==> src/rtl/lms_pkg.sv <==
// Shared types and constants for the LMS coefficient update engine.
package lms_pkg;

  localparam int DATA_W    = 16;
  localparam int FRAC_BITS = 15;

  localparam logic signed [DATA_W-1:0] W_MAX = 16'sh7FFF;
  localparam logic signed [DATA_W-1:0] W_MIN = 16'sh8000;

  typedef enum logic [1:0] {
    IDLE  = 2'd0,
    READ  = 2'd1,
    WRITE = 2'd2,
    DONE  = 2'd3
  } upd_state_e;

endpackage

==> src/rtl/lms_tap_update.sv <==
// Combinational per-tap update: w + ((e*x) >>> 15), saturated to Q1.15.
module lms_tap_update
  import lms_pkg::*;
(
  input  logic signed [DATA_W-1:0] w_i,
  input  logic signed [DATA_W-1:0] x_i,
  input  logic signed [DATA_W-1:0] e_i,
  output logic signed [DATA_W-1:0] w_new_o
);

  logic signed [2*DATA_W-1:0] prod;
  logic signed [DATA_W:0]     delta;
  logic signed [DATA_W+1:0]   sum;

  always_comb begin
    prod  = e_i * x_i;
    // Arithmetic shift floors toward -inf; the result always fits in 17 bits.
    delta = (DATA_W+1)'(prod >>> FRAC_BITS);
    sum   = {{2{w_i[DATA_W-1]}}, w_i} + {delta[DATA_W], delta};
    if (sum[DATA_W+1:DATA_W-1] == 3'b000 || sum[DATA_W+1:DATA_W-1] == 3'b111) begin
      w_new_o = sum[DATA_W-1:0];
    end else if (sum[DATA_W+1]) begin
      w_new_o = W_MIN;
    end else begin
      w_new_o = W_MAX;
    end
  end

endmodule

==> src/rtl/lms_weight_updater.sv <==
// LMS sweep engine: per tap, read weight and sample, then write back the saturated update.
module lms_weight_updater
  import lms_pkg::*;
#(
  parameter int N_TAPS = 8,
  parameter int DATA_W = 16,
  parameter int ADDR_W = $clog2(N_TAPS)
) (
  input  logic                     clk,
  input  logic                     reset,
  input  logic                     start,
  input  logic signed [DATA_W-1:0] error,
  input  logic [3:0]               mu_shift,
  output logic [ADDR_W-1:0]        x_addr,
  input  logic signed [DATA_W-1:0] x_data,
  output logic                     coef_rd_en,
  output logic [ADDR_W-1:0]        coef_rd_addr,
  input  logic signed [DATA_W-1:0] coef_rd_data,
  output logic                     coef_wr_en,
  output logic [ADDR_W-1:0]        coef_wr_addr,
  output logic [DATA_W-1:0]        coef_wr_data,
  output logic                     busy,
  output logic                     done
);

  upd_state_e                state_q;
  logic [ADDR_W-1:0]         idx_q;
  logic signed [DATA_W-1:0]  e_q;
  logic signed [DATA_W-1:0]  w_new_q;
  logic signed [DATA_W-1:0]  w_new_d;

  lms_tap_update u_tap (
    .w_i     (coef_rd_data),
    .x_i     (x_data),
    .e_i     (e_q),
    .w_new_o (w_new_d)
  );

  always_ff @(posedge clk) begin
    if (reset) begin
      state_q <= IDLE;
      idx_q   <= '0;
      e_q     <= '0;
      w_new_q <= '0;
    end else begin
      case (state_q)
        IDLE: begin
          if (start) begin
            // mu is applied once to the error so the per-tap path is a single multiply.
            e_q     <= error >>> mu_shift;
            idx_q   <= '0;
            state_q <= READ;
          end
        end
        READ: begin
          w_new_q <= w_new_d;
          state_q <= WRITE;
        end
        WRITE: begin
          if (idx_q == ADDR_W'(N_TAPS - 1)) begin
            state_q <= DONE;
          end else begin
            idx_q   <= idx_q + ADDR_W'(1);
            state_q <= READ;
          end
        end
        DONE: begin
          idx_q   <= '0;
          state_q <= IDLE;
        end
        default: state_q <= IDLE;
      endcase
    end
  end

  // All outputs decode directly from registered state, so they are glitch-free and zero when idle.
  assign busy         = (state_q != IDLE);
  assign done         = (state_q == DONE);
  assign coef_rd_en   = (state_q == READ);
  assign coef_wr_en   = (state_q == WRITE);
  assign coef_rd_addr = (state_q == READ)  ? idx_q : '0;
  assign x_addr       = (state_q == READ)  ? idx_q : '0;
  assign coef_wr_addr = (state_q == WRITE) ? idx_q : '0;
  assign coef_wr_data = (state_q == WRITE) ? w_new_q : '0;

endmodule
==> config.mk <==
export PLATFORM = sky130hd
export DESIGN_NAME = lms_weight_updater
export DESIGN_NICKNAME = d
export VERILOG_FILES = /design/src/rtl/lms_pkg.sv /design/src/rtl/lms_tap_update.sv /design/src/rtl/lms_weight_updater.sv
export SDC_FILE = /design/constraint.sdc
export NUM_CORES = 1
export LEC_CHECK = 0
export BUFFER_PORTS_ARGS = -buffer_cell sky130_fd_sc_hd__buf_2
export CAP_MARGIN = 25
export CORE_MARGIN = 2
export CORE_UTILIZATION = 55
export DETAILED_ROUTE_END_ITERATION = 7
export GPL_TIMING_DRIVEN = 0
export PLACE_DENSITY = 0.73
export SLEW_MARGIN = 20
export SYNTH_ARGS = -nofsm -noshare
export SYNTH_HDL_FRONTEND = slang
export SYNTH_HIERARCHICAL = 1
export SYNTH_SLANG_ARGS = --single-unit
==> constraint.sdc <==
create_clock -name clk -period 22.4 [get_ports clk]
set_input_delay 4.48 -clock clk [delete_from_list [all_inputs] [get_ports clk]]
set_output_delay 4.48 -clock clk [all_outputs]
set_load 0.05 [all_outputs]
======== Word-level counts from Yosys, hierarchy flattened ========
Cells that the tools add are included.
word-level totals
  output and inout bits ................... 29
  word-level logic and storage cells ...... 33
  input port bits ......................... 55
  register bits ........................... 37
operators by class
  reductions and logical operators ........ 7
  multiplexer cells ....................... 11
  shifts and indexed selects .............. 1
  multiply operators ...................... 1
  equal/unequal tests ..................... 7
  add/subtract/negate cells ............... 2
operators with widths
  cell                                           number
  2-to-1 mux 16 bit                              3
  multiplier 16 x 16 -> 32 bit                   1
  adder 16 x 17 -> 18 bit                        1
  >>> shifter 16 x 4 -> 16 bit                   1
  2-to-1 mux 3 bit                               4
  case mux 3 bit (3 select lines)                1
  case mux 2 bit (4 select lines)                1
  == test 3 bit, second input constant           2
  == test 2 bit, second input constant           2
  2-to-1 mux 2 bit                               2
  inequality test 2 bit, second input constant   2
  adder 3 x 1 -> 3 bit, second input constant    1
  logical NOT 3 bit                              1
  AND reduction 3 bit                            1
  nonzero test 3 bit                             1
  == test 2 x 1 -> 1 bit, second input constant  1
  logical NOT 2 bit                              1
  AND reduction 2 bit                            1
  nonzero test 2 bit                             1
  logical OR 1 bit                               1

======== Logic depth before layout (Yosys ltp) ========
Gate-level depths: netlist (run 1).
  depth after elaboration ................. 5
  mapped depth ............................ 36
  gate-level depth less buffers ........... 34

======== Hierarchy ========
The synthesis (run 1) kept the hierarchy.
by module, submodules not included
  module              instances  area an instance (sq um)  cells an instance  sequential area each (sq um)
  lms_tap_update      1          10,356.2                  1,157              0.0
  lms_weight_updater  1          2,290.9                   256                740.7

======== Worst setup path after synthesis (run 1) ========
OpenSTA, ideal clock, no wires.
  path type ............................... input to register
  start point ............................. input port x_data[1]
  end point ............................... register w_new_q[6]
  setup time .............................. 0.132 ns
  cell stages on the path ................. 34
  data required time ...................... 22.268 ns
  slack ................................... 10.440 ns
  buffers on the path ..................... 3
  data arrival time ....................... 11.828 ns
  cells stage by stage .................... clkbuf_1 -> nand2_1 -> inv_1 -> fa_1 -> inv_1 -> fa_1 -> fa_1 -> inv_1 -> fa_1 -> fa_1 -> inv_1 -> fa_1 -> inv_1 -> ha_1 -> buf_2 -> a21oi_1 -> o211ai_1 -> a221oi_1 -> a21oi_1 -> o21a_1 -> o21ai_0 -> nand2b_1 -> xnor2_1 -> ha_1 -> nand2_1 -> o21ai_0 -> a31oi_2 -> o311a_4 -> mux2_4 -> a32o_2 -> buf_6 -> a21o_1 -> nand2_1 -> a21oi_1
on the way
  longest elaborated chain between the ends .. 5
  elaborated cells between the ends (all ways) .. 7
  classes of those cells .................. add/sub: 1; mul: 1; eq/ne: 1; mux: 2; reduce/logical: 2
RTL lines
  element                                                    line                      RTL
  start: declaration                                         lms_weight_updater.sv:15  input logic signed [DATA_W-1:0] x_data,
  multiplier 16 x 16 -> 32 bit (*)                           lms_tap_update.sv:16      prod = e_i * x_i;
  adder 16 x 17 -> 18 bit (*)                                lms_tap_update.sv:19      sum = {{2{w_i[DATA_W-1]}}, w_i} + {delta[DATA_W], delta};
  == test 3 bit / logical NOT 3 bit (equally long branches)  lms_tap_update.sv:20      if (sum[DATA_W+1:DATA_W-1] == 3'b000 || sum[DATA_W+1:DATA_W-1] == 3'b111) begin
  logical OR 1 bit                                           lms_tap_update.sv:20
  2-to-1 mux 16 bit (*)                                      lms_tap_update.sv:20
  via w_new_d[6]                                             lms_weight_updater.sv:30  logic signed [DATA_W-1:0] w_new_d;
  end signal: assignment                                     lms_weight_updater.sv:56  w_new_q <= w_new_d;
  end: declaration                                           lms_weight_updater.sv:29  logic signed [DATA_W-1:0] w_new_q;
The timed path passes the listed nets; every way through them passes the cells marked *.
A chain may end at the register's enable or synchronous reset.

======== Worst setup path in the final report (run 1) ========
  start point ............................. input port x_data[8]
  end point ............................... register w_new_q[14]
The elaborated chain is that of the path after synthesis.

==> results of run 1 <==
## area by class of cell
| type | count | share of cell area (%) |
|---|---|---|
| buffer | 60 | 2.13 |
| clock buffer | 6 | 0.951 |
| clock inverter | 2 | 0.0739 |
| inverter | 302 | 8.37 |
| multi-input combinational | 1014 | 77.4 |
| sequential | 37 | 5.47 |
| tap | 285 | 2.63 |
| timing repair buffer | 81 | 2.99 |
## placed cells by master (no fill, tap or decap), drive strengths merged, types with 18 or more instances in the layout
master and instances:
nor2 42, nand2 176, xnor2 25, dfxtp 37, fa 262, buf 100
and2 147, a21o 22, a21oi 55, o21ai 31, inv 302, ha 100
nand3 18, clkbuf 47
## cells by family after synthesis
kind of cell               Yosys count  synth area share [%]
xor gates and xnor gates            35                  2.42
AOI/OAI and AO/OA                  156                  8.06
buffers and inverters              362                  11.2
muxes                               31                  4.21
DFF                                 37                  5.86
adders and majority gates          362                  51.4
and+or+nand+nor                    430                  16.8
## worst max-delay path: cells and delay by family
family / cells / cell delay [ns]
multiplexers: 1 / 0.28
adder cells (fa/ha/maj): 8 / 3.67
AO/OA/AOI/OAI: 13 / 3.14
buffers and inverters: 7 / 1.17
XOR/XNOR: 1 / 0.15
AND/OR/NAND/NOR: 4 / 0.42
## registers in the layout, summed over array words and instances, names as in the netlist
name	cells
e_q	16
w_new_q	16
idx_q	3
state_q	2
## metal layers
layer  part of all wire, %  global-route usage [%]  vias to the layer above
met1                    41                    37.3                     4942
met2                    50                    47.9                      339
li1                      -                       -                     4518
met4                   2.9                    7.38                        0
met5                     0                       0                        -
met3                   6.3                    3.36                       52
## metrics by stage
step | cells | worst slack [ns]
after floorplan | 1413 | 10.44
after global routing | 1787 | 8.63
after detailed placement | 1779 | 8.99
after global placement | 1779 | 9.10
after CTS | 1787 | 9.27
final | 1787 | 9.22
## how the worst max path moves through the flow
| stage | startpoint | cells after the start | end |
|---|---|---|---|
| finish | x_data[8] | 34 | w_new_q[14]$_SDFFE_PP0P_ |
| floorplan | x_data[1] | 34 | w_new_q[6]$_SDFFE_PP0P_ |
| CTS | x_data[8] | 34 | w_new_q[7]$_SDFFE_PP0P_ |
| detailed placement | x_data[8] | 34 | w_new_q[7]$_SDFFE_PP0P_ |
| global placement | x_data[7] | 34 | w_new_q[10]$_SDFFE_PP0P_ |
| global route | x_data[1] | 35 | w_new_q[5]$_SDFFE_PP0P_ |
==> impl.org, run 1 <==
** Min path
- Hold/Removal Path Class :: reg -> reg
- Worst Min Path Start :: w_new_q[3]$_SDFFE_PP0P_
- WHS Endpoint :: w_new_q[3]$_SDFFE_PP0P_
- The worst hold path was traced through 2 stages.

** CTS
- Clock insertion delay at the later pin of the skew report :: between 0.2 and 0.3 ns
- Cell at the root of the clock tree :: clkbuf_16
- Clock tree synthesis inserted a total of 5 buffers.
- After clock tree synthesis, the repair step resized 0 gates.
- Number of post-CTS setup repair buffers :: 0
- Total number of clock tree sinks :: 37
- Clock-pin slew reported for the worst setup and hold paths after clock tree synthesis :: about 0.060 ns
- Number of hold buffers added after cts :: 0
- TritonCTS built the clock tree.
- # H-tree levels :: 2
- The longest clock path from root to sink contains 2 buffers.

** Setup path
- Kind of launch point of the worst setup path :: primary input
- Cell occurring most often along the worst timing path :: fa_1
- Slowest stage cell on the critical path :: a221oi_1
- Max stage delay on crit path :: 0.62 ns
- For flop-to-flop paths, the worst setup slack is 12.99 ns.
- Data arrives at the worst endpoint at between 10 and 15 ns.
- The worst setup path is of the in -> reg kind.
- Endpoint of the most critical register-to-register path :: w_new_q[14]$_SDFFE_PP0P_
- Count of cells along the worst register-to-register path :: 33
- Required time reported for the critical path endpoint :: roughly 23 ns
- The worst setup path is captured at a register.
- Maximum fanout count along the critical path :: 10
- The worst register-to-register path begins at e_q[14]$_SDFFE_PP0P_.

** Timing
- Summed over all failing endpoints, the final setup total negative slack is 0 ns.
- Final hold vios :: 0
- After layout, the worst path uses between 50% and 60% of the clock period.
- Tightest Pin Transition :: ~0.68 ns
- Max Fclk :: 0.0759 GHz
- Worst slew margin :: 54.5%
- Unrepaired setup endpoints after global routing :: false
- After layout, the minimum clock period comes to 13.18 ns.
- Final count of pins violating max slew :: 0
- Final setup fails :: 0
- The clock arrives with 0.00427 ns of skew.
- Across all hold checks on the routed design, the worst slack comes to between 0.4 and 0.5 ns.

** Routing
- Total length of routed wires :: between 30 and 40 mm
- Remaining number of nets flagged by the antenna check after routing :: 0
- The detailed router finished its first iteration with 590 violations.
- For this run, design rule violations remaining after detail routing come to 0.
- Routed len/inst :: 17.4 µm
- The first detailed-routing pass ran for 5 iterations.
- In the routed layout, each cell is associated on average with a via count of ~5.5.
- Via count :: roughly 10000

** Logic synthesis
- Net count of the mapped netlist :: roughly 1800
- The commonest cells after synthesis are inv_1 (301), fa_1 (262), nand2_1 (176), and2_1 (147), ha_1 (100).
- Synth top area share :: approximately two fifths
- Count of unique library cells instantiated by Yosys :: a little over 60
- Summing every instance area after synthesis gives roughly 0.013 mm².
- Sequential element share of the synthesized area :: under 10%
- Flip-flop cell with the highest count after synthesis :: dfxtp_1
- Counting flops with an async set or reset pin after synthesis yields a share of 0%.
- The most common cell in the synthesized netlist is inv_1.
- Yosys reg bits :: 37
- Number of warnings printed during yosys synthesis :: 6
- Averaged over all synthesized cells, the footprint is approximately 9.0 µm².
- In the post-synthesis netlist, the biggest area contributors are fa_1 (41%), ha_1 (9.9%), inv_1 (8.9%), and2_1 (7.3%), dfxtp_1 (5.9%).
- After technology mapping, the gate count stands at between 1000 and 1500.
- Count of flip-flops with a built-in enable after synthesis :: 0
- Library cell with the largest summed area after synthesis :: fa_1

** Finish
- In the final design database the tool counted between 1500 and 2000 nets.
- Multi-input gate area in the final layout :: around 0.010 mm²
- Summing all flip-flop and latch instances after layout gives approximately 740 µm².
- Share of post-route cells with drive strength above 1 :: 9.05%
- With fillers left out, the area of the finished cells amounts to between 0.01 and 0.015 mm².
- Synthesis-to-finish area growth :: 7.12%
- 0 antenna diodes ended up in the layout.
- For this run, the share of the core covered by cells in the final layout is between 50% and 60%.
- After filler insertion, the fill cell instance count of the layout stands at ~2000.

** Die
- Floorplan die area :: approximately 0.024 mm²
- Number of placed I/O pins :: 84
- The floorplan step set the die width to between 150 and 200 µm.
- Initial cell density of the core :: between 50% and 60%
- Core area :: around 0.023 mm²
- Row Count :: 55
- Die Y :: between 150 and 200 µm

** Place
- RD Place Congestion :: between 0.9 and 1
- Half-perimeter wire length after detailed placement :: 26.4 mm
- Area post-placement :: about 0.013 mm²
- IO buf count :: 81

** Run
- Number of max-cap violations :: 0

** Global routing
- Global routing used between 20% and 30% of the available tracks across all layers.
- The first global-routing pass estimated 53.2 mm of wire.
- Largest net degree at the start of global routing :: 12
- Antenna violations before repair :: 0
- The number of global-route vias before repair was about 11000.
- For this run the aggregate overflow at the end of global routing stands at 0.

** Status
- Status :: finished clean
Power of run 1 is not shown: default switching activity piles up to over one toggle a cycle in this logic, so the estimate is an artifact.
==> run 2: changes to the inputs <==
--- a/config.mk
+++ b/config.mk
@@ -5,13 +5,14 @@
 export SDC_FILE = /design/constraint.sdc
 export NUM_CORES = 1
 export LEC_CHECK = 0
+export ABC_AREA = 1
 export BUFFER_PORTS_ARGS = -buffer_cell sky130_fd_sc_hd__buf_2
 export CAP_MARGIN = 25
 export CORE_MARGIN = 2
 export CORE_UTILIZATION = 55
 export DETAILED_ROUTE_END_ITERATION = 7
 export GPL_TIMING_DRIVEN = 0
-export PLACE_DENSITY = 0.73
+export PLACE_DENSITY = 0.76
 export SLEW_MARGIN = 20
 export SYNTH_ARGS = -nofsm -noshare
 export SYNTH_HDL_FRONTEND = slang
==> constraint.sdc (replaced) <==
create_clock -name clk -period 10.7 [get_ports clk]
set_input_delay 2.14 -clock clk [delete_from_list [all_inputs] [get_ports clk]]
set_output_delay 2.14 -clock clk [all_outputs]
set_load 0.05 [all_outputs]
==> run 2 against run 1 <==
  * Setup slack lost 8.4 ns
  * Cell count rose by 31%
  * Non-clock buffer count grew 5
  * First-iteration DRC count rose by 41%
  * Hold slack better by 0.0026 ns
  * Critical path type unchanged
==> impl.org, run 2 <==
** Status
- Status :: finished clean

** Global routing
- Global-route total usage across every layer :: just under 30%
- The first global-routing pass estimated roughly 60 mm of wire.
- Overall overflow remaining after global route :: 0
- The number of global-route vias before repair came to roughly 12000.
- The number of antenna violations at the first check in global routing came to 0.
- Entering global routing, the biggest net connects 12 pins.

** Finish
- In the final layout, the registers with the most flip-flops are e_q x16, w_new_q x16, idx_q x3.
- The area growth from synthesis to layout is 6.68%.
- After routing the design area is 0.0147 mm².
- Count of nets after finishing :: about 2400
- In the final layout, the share of cells above drive strength 1 is between 7 and 8%.
- Most frequent standard cell in the layout excluding fill and tap cells :: nand2_1
- The number of antenna diodes in the final layout is 0.
- Top library cells by usage in the layout, fill and taps aside :: nand2_1 (511), inv_1 (510), fa_1 (262)
- Filler instances :: approximately 2300

** Die
- Number of placed I/O pins :: 84
- After floorplanning, the core was sized to cover between 0.02 and 0.025 mm².
- Die Y :: around 160 µm
- The die is between 150 and 200 µm wide.
- The die covers around 0.026 mm².
- Row Count :: 57
- Initial cell density of the core :: 56.2%

** Logic synthesis
- Net count of the mapped netlist :: around 2400
- Among all cell types in the netlist, the one instantiated most often is nand2_1.
- By count the netlist is led by nand2_1 (511), inv_1 (510), fa_1 (262), nor2_1 (119), ha_1 (100).
- fa_1 takes more of the synthesized area than any other cell.
- Dividing the synthesized area by the synthesized cell count gives a little over 7 µm².
- Ranking of synthesized cells by area :: fa_1 (38%), nand2_1 (14%), inv_1 (14%), ha_1 (9.1%), dfxtp_1 (5.4%)
- The mapped netlist covers ~0.014 mm².
- Cells after synthesis :: just under 2000
- After synthesis the netlist holds a flip-flop and latch count of 37.
- The most used flip-flop cell after synthesis is dfxtp_1.
- Synth top area share :: a little under two fifths
- In this run, synthesis inferred 0 flip-flops with an integrated enable.
- Ys async rst share :: 0%
- For this run, the number of Yosys warnings is 6.
- The number of different library cells used by synthesis comes to between 40 and 50.
- Of the synthesized area, sequential elements account for around 5.4%.

** Timing
- Shortest clock period the worst path allows after layout :: slightly below 10 ns
- Tightest Pin Transition :: roughly 0.7 ns
- The final hold violation count was 0.
- Unrepaired setup endpoints after global routing :: false
- The tightest hold path in the finished design has a slack of between 0.4 and 0.5 ns.
- For this run, the top clock speed supported by timing is 0.102 GHz.
- In the finished design, the share of the clock period the worst path needs comes to roughly nine tenths.
- The final number of max-transition violations was 0.
- Setup violations remaining at the end of the flow were counted as 0.
- Sum of negative setup slack :: 0 ns
- In this run the tightest slew margin relative to its limit is 53.3%.
- For the final database, setup skew stands at ~0.0068 ns.
- Final setup slack of the worst path :: around 0.86 ns

** Setup path
- Cell occurring most often along the worst timing path :: nand2_1
- Maximum fanout count along the critical path :: 10
- The worst setup path is launched from a primary input.
- Slowest stage cell on the critical path :: fa_1
- At the worst endpoint, the arrival time is between 10 and 15 ns.
- Top cell family by delay on the critical path :: adder cells
- The critical path is of the in -> reg type.
- Buffering stage count on the worst path with inverters included :: 9
- Max stage delay on crit path :: approximately 0.57 ns
- STA classifies the critical path endpoint as a register.
- Required time reported for the critical path endpoint :: 10.88 ns

** CTS
- In this run, CTS created clock tree buffers numbering 5.
- In this run the deepest clock path goes through 2 buffers.
- Clock-pin slew reported for the worst setup and hold paths after clock tree synthesis :: ~0.060 ns
- CTS placed an instance of clkbuf_16 at the clock tree root.
- Total number of clock tree sinks :: 37
- Post-CTS timing repair inserted 0 buffers for setup.
- Clock tree from TritonCTS :: built
- Clock insertion delay at the later pin of the skew report :: just under 0.3 ns
- Number of hold buffers added after cts :: 0
- # H-tree levels :: 2
- Post-cts repair resize count :: 0

** Routing
- Number of remaining DRC errors :: 0
- Total length of routed wires :: about 37 mm
- Via count :: 12100
- Remaining number of nets flagged by the antenna check after routing :: 0
- In the routed layout, each cell is associated on average with a via count of between 5 and 6.
- In the final routed layout, each cell accounts on average for between 15 and 20 µm.
- Number of DRC violations after detailed-routing iteration 0 :: 833
- First-pass DRT Iterations :: 5

** Min path
- The min-delay analysis places its worst path in the category reg -> reg.

** Place
- Post-place setup slack :: 0.719 ns
- At the end of routability-driven placement, the weighted congestion stood at between 0.9 and 1.
- IO buf count :: 68
- Summing all placed instances gives a cell area of between 0.01 and 0.015 mm².
- The wire-length estimate of the detail-placed layout is 31.6 mm.

** Run
- Across the run, the number of max-cap violations was 0.
[run 2: final timing paths]
path	start	endpoint	slack (ns)	cells after the start
setup / recovery	x_data[7]	w_new_q[13]$_SDFFE_PP0P_	0.86	40
hold / removal	w_new_q[8]$_SDFFE_PP0P_	w_new_q[8]$_SDFFE_PP0P_	0.45	2
setup reg to reg	e_q[6]$_SDFFE_PP0P_	w_new_q[13]$_SDFFE_PP0P_	2.30	40
hold reg to reg	w_new_q[8]$_SDFFE_PP0P_	w_new_q[8]$_SDFFE_PP0P_	0.45	2
[run 2: worst reg2reg max path, delay by kind of cell, from the launching register on]
| family | cells | cell delay [ns] |
|---|---|---|
| AOI/OAI and AO/OA | 2 | 0.27 |
| xor gates and xnor gates | 1 | 0.31 |
| adders and majority gates | 8 | 3.66 |
| buffers and inverters | 9 | 1.63 |
| DFF | 1 | 0.34 |
| and+or+nand+nor | 20 | 2.07 |
[run 2: cell type report]
class / count / area, µm² / area share (%)
Multi-Input combinational cell: 1300 / 10700 / 72.9
Inverter: 521 / 1960 / 13.3
Sequential cell: 37 / 741 / 5.05
Tap cell: 324 / 405 / 2.76
Buffer: 78 / 354 / 2.41
Timing Repair Buffer: 68 / 340 / 2.32
Clock buffer: 7 / 143 / 0.973
Clock inverter: 1 / 30.0 / 0.205
[run 2: logic make-up after synthesis]
kind of cell             share of synthesized area, %
AO/OA/AOI/OAI                                    6.16
AND/OR/NAND/NOR                                  22.8
adder cells (fa/ha/maj)                          47.3
XOR/XNOR                                         1.59
buffers and inverters                            16.8
flip-flops                                       5.39
[run 2: metal layers]
| layer | share of wire, % | global-route usage, % | vias up |
|---|---|---|---|
| li1 | - | - | 5746 |
| met1 | 42 | 38.4 | 5801 |
| met2 | 47 | 50.1 | 482 |
| met3 | 6.7 | 2.60 | 96 |
| met4 | 4.4 | 12.0 | 0 |
| met5 | 0 | 0 | - |
[run 2: per-stage QoR]
step	instances	utilization [%]
final	2336	59.9
after global routing	2336	59.9
after CTS	2336	59.9
after detailed placement	2328	59.2
after global placement	2328	59.2
after floorplan	1936	-
Power of run 2 is left out for the same reason.
==> run 3: changes to the inputs <==
--- a/config.mk
+++ b/config.mk
@@ -12,7 +12,7 @@
 export CORE_UTILIZATION = 55
 export DETAILED_ROUTE_END_ITERATION = 7
 export GPL_TIMING_DRIVEN = 0
-export PLACE_DENSITY = 0.76
+export PLACE_DENSITY = 0.87
 export SLEW_MARGIN = 20
 export SYNTH_ARGS = -nofsm -noshare
 export SYNTH_HDL_FRONTEND = slang
==> run 3 against run 2 <==
  * Routed wire length up 0.25%
  * Setup slack worse by 0.095 ns
  * Critical path depth down 1
  * Final area down 0.23%
  * Flip-flop and latch count unchanged
  * Via count up 2.3%
  * Sequential share of layout area about the same
  * Global-route usage up 0.12 points
  * Maximum frequency down 0.96%
  * Die area unchanged
  * First-iteration DRC count up 13%
==> impl.org, run 3 (synthesized netlist as in run 2, its figures left out) <==
** CTS
- Cell at the root of the clock tree :: clkbuf_16
- Post-cts repair resize count :: 0
- Maximum count of clock buffers along a single path :: 2
- Clock-pin slew reported for the worst setup and hold paths after clock tree synthesis :: 0.05 ns
- For the worst-skew pair, the clock arrives at the later sink with an insertion delay of between 0.2 and 0.3 ns.
- Once the clock tree was built, the setup fixing pass inserted 0 buffers.
- Clock tree from TritonCTS :: built
- Number of hold buffers added after cts :: 0
- Clock buffers created by TritonCTS :: 5
- Total number of clock tree sinks :: 37
- The H-tree was split into 2 levels.

** Min path
- The worst hold path was traced through 2 stages.
- In this run the worst hold path is classified as reg -> reg.

** Routing
- Signal routing reaches up to met4.
- The detail route stage leaves a number of antenna-violating nets equal to 0.
- For this block, the initial DRC count from the detailed router was between 900 and 1000.
- The final layout contains routed wiring with a total length of between 30 and 40 mm.
- Routed wire length on met3 :: about 3.2 mm
- Detailed routing inserted a total of 12400 vias.
- Via/cell ratio :: roughly 5.3
- For this run, design rule violations remaining after detail routing come to 0.
- Routed len/inst :: approximately 16 µm
- The pre-antenna-repair detailed-routing pass consisted of 6 iterations.
- For this block, wires on met1 add up to 14.4 mm.
- Met2 wirelength from detailed routing :: 18.0 mm

** Die
- The region available for standard cell placement spans 0.0245 mm².
- Die Y :: between 150 and 200 µm
- 84 I/O pins were placed.
- Row Count :: 57
- Floorplan die area :: 0.0263 mm²
- Initial cell density of the core :: between 50% and 60%
- In this run the horizontal extent of the chip is about 160 µm.

** Finish
- Count of nets after finishing :: between 2000 and 2500
- Top library cells by usage in the layout, fill and taps aside :: nand2_1 (511), inv_1 (510), fa_1 (262)
- Leaving out fill and tap cells, the most frequent cell in the layout is nand2_1.
- For this run, the number of standard cells in the final layout without fillers is 2336.
- In the final layout, the share of cells above drive strength 1 is under 10%.
- Count of antenna diodes in the layout :: 0
- Largest regs :: e_q x16, w_new_q x16, idx_q x3
- From synthesis to final layout, the design area changed by 6.44%.

** Setup path
- Count of cells along the worst register-to-register path :: 39
- Data on the critical path is required at its endpoint by ~11 ns.
- Top cell family by delay on the critical path :: adder cells
- On the worst path, the slowest cell contributes a delay of between 0.5 and 0.6 ns.
- Buffering stage count on the worst path with inverters included :: 9
- Maximum fanout count along the critical path :: 10
- For this design, the slowest cell found on the critical path is fa_1.
- The worst setup path is of the in -> reg kind.
- STA classifies the critical path startpoint as a primary input.
- In this run the number of cells on the critical path is 39.
- STA classifies the critical path endpoint as a register.
- Cell occurring most often along the worst timing path :: nand2_1
- Data on the critical path arrives at its endpoint at roughly 10 ns.

** Timing
- Tightest Pin Transition :: approximately 0.77 ns
- Sum of negative setup slack :: 0 ns
- The final hold violation count is 0.
- Tcrit/Tclk final :: between 90% and 100%
- Setup repair after global routing left no endpoint under its margin.
- Worst slew margin :: 48.8%
- Setup violations remaining at the end of the flow were counted as 0.
- Between clock sinks in the finished design, the worst skew comes to approximately 0.002 ns.
- The final number of max-transition violations is 0.
- Max Fclk :: 0.101 GHz
- Shortest clock period the worst path allows after layout :: just under 10 ns

** Global routing
- Global-route total usage across every layer :: between 20% and 30%
- Overall overflow remaining after global route :: 0
- Wire length of the first global-routing pass :: 61.3 mm
- Largest net degree at the start of global routing :: 12
- Via count of the first global-routing pass :: roughly 13000
- The number of antenna violations at the first check in global routing came to 0.

** Run
- Max-cap violations in this run came to 0.

** Place
- The wire-length estimate of the detail-placed layout is roughly 32 mm.
- In this run the tool buffered the top-level ports with 68 buffer cells.
- The congestion estimate from routability-driven global placement came to between 0.9 and 1.
- The number of placed instances, taps included, is about 2300.

** Status
- Status :: finished clean
==> run 3: cell count changes in the layout (fill, tap and decap cells not counted), sizes merged <==
| cell | delta |
|---|---|
| bufinv | -1 |
| clkbuf | -1 |
| clkinv | +2 |
==> run 3: layout make-up <==
cell class / instances / area, µm²
buffer: 78 / 354
clock buffer: 6 / 129
clock inverter: 2 / 10.0
fill: 2142 / 9830
inverter: 521 / 1960
multi-input combinational: 1300 / 10700
sequential: 37 / 741
tap: 324 / 405
timing repair buffer: 68 / 340
==> run 3: path summary, 6_finish.rpt <==
path | start | endpoint | slack (ns)
setup / recovery | x_data[7] | w_new_q[13]$_SDFFE_PP0P_ | 0.77
hold / removal | w_new_q[15]$_SDFFE_PP0P_ | w_new_q[15]$_SDFFE_PP0P_ | 0.45
setup reg to reg | e_q[7]$_SDFFE_PP0P_ | w_new_q[13]$_SDFFE_PP0P_ | 2.20
hold reg to reg | w_new_q[15]$_SDFFE_PP0P_ | w_new_q[15]$_SDFFE_PP0P_ | 0.45
==> run 3: per-stage QoR <==
step | area (µm²) | hold WS [ns] | setup WS (ns) | util (%)
after floorplan | 13700 | 0.430 | 1.95 | -
after global placement | 14500 | 0.444 | 0.756 | 59.2
after detailed placement | 14500 | 0.446 | 0.568 | 59.2
after CTS | 14600 | 0.456 | 0.839 | 59.8
after global routing | 14600 | 0.472 | 0.290 | 59.8
final | 14600 | 0.454 | 0.768 | 59.8
==> run 3: per-layer routing <==
metal,vias up,GRT usage (%)
li1,5754,-
met1,5980,37.0
met2,561,50.5
met3,113,4.90
met4,0,11.8
met5,-,0
==> run 3: tightest hold or removal path, cell delays in order, from the launching register on <==
cell,delay (ns)
dfxtp_1,0.29
inv_1,0.06
a21oi_1,0.05
Power of run 3 is left out for the same reason.
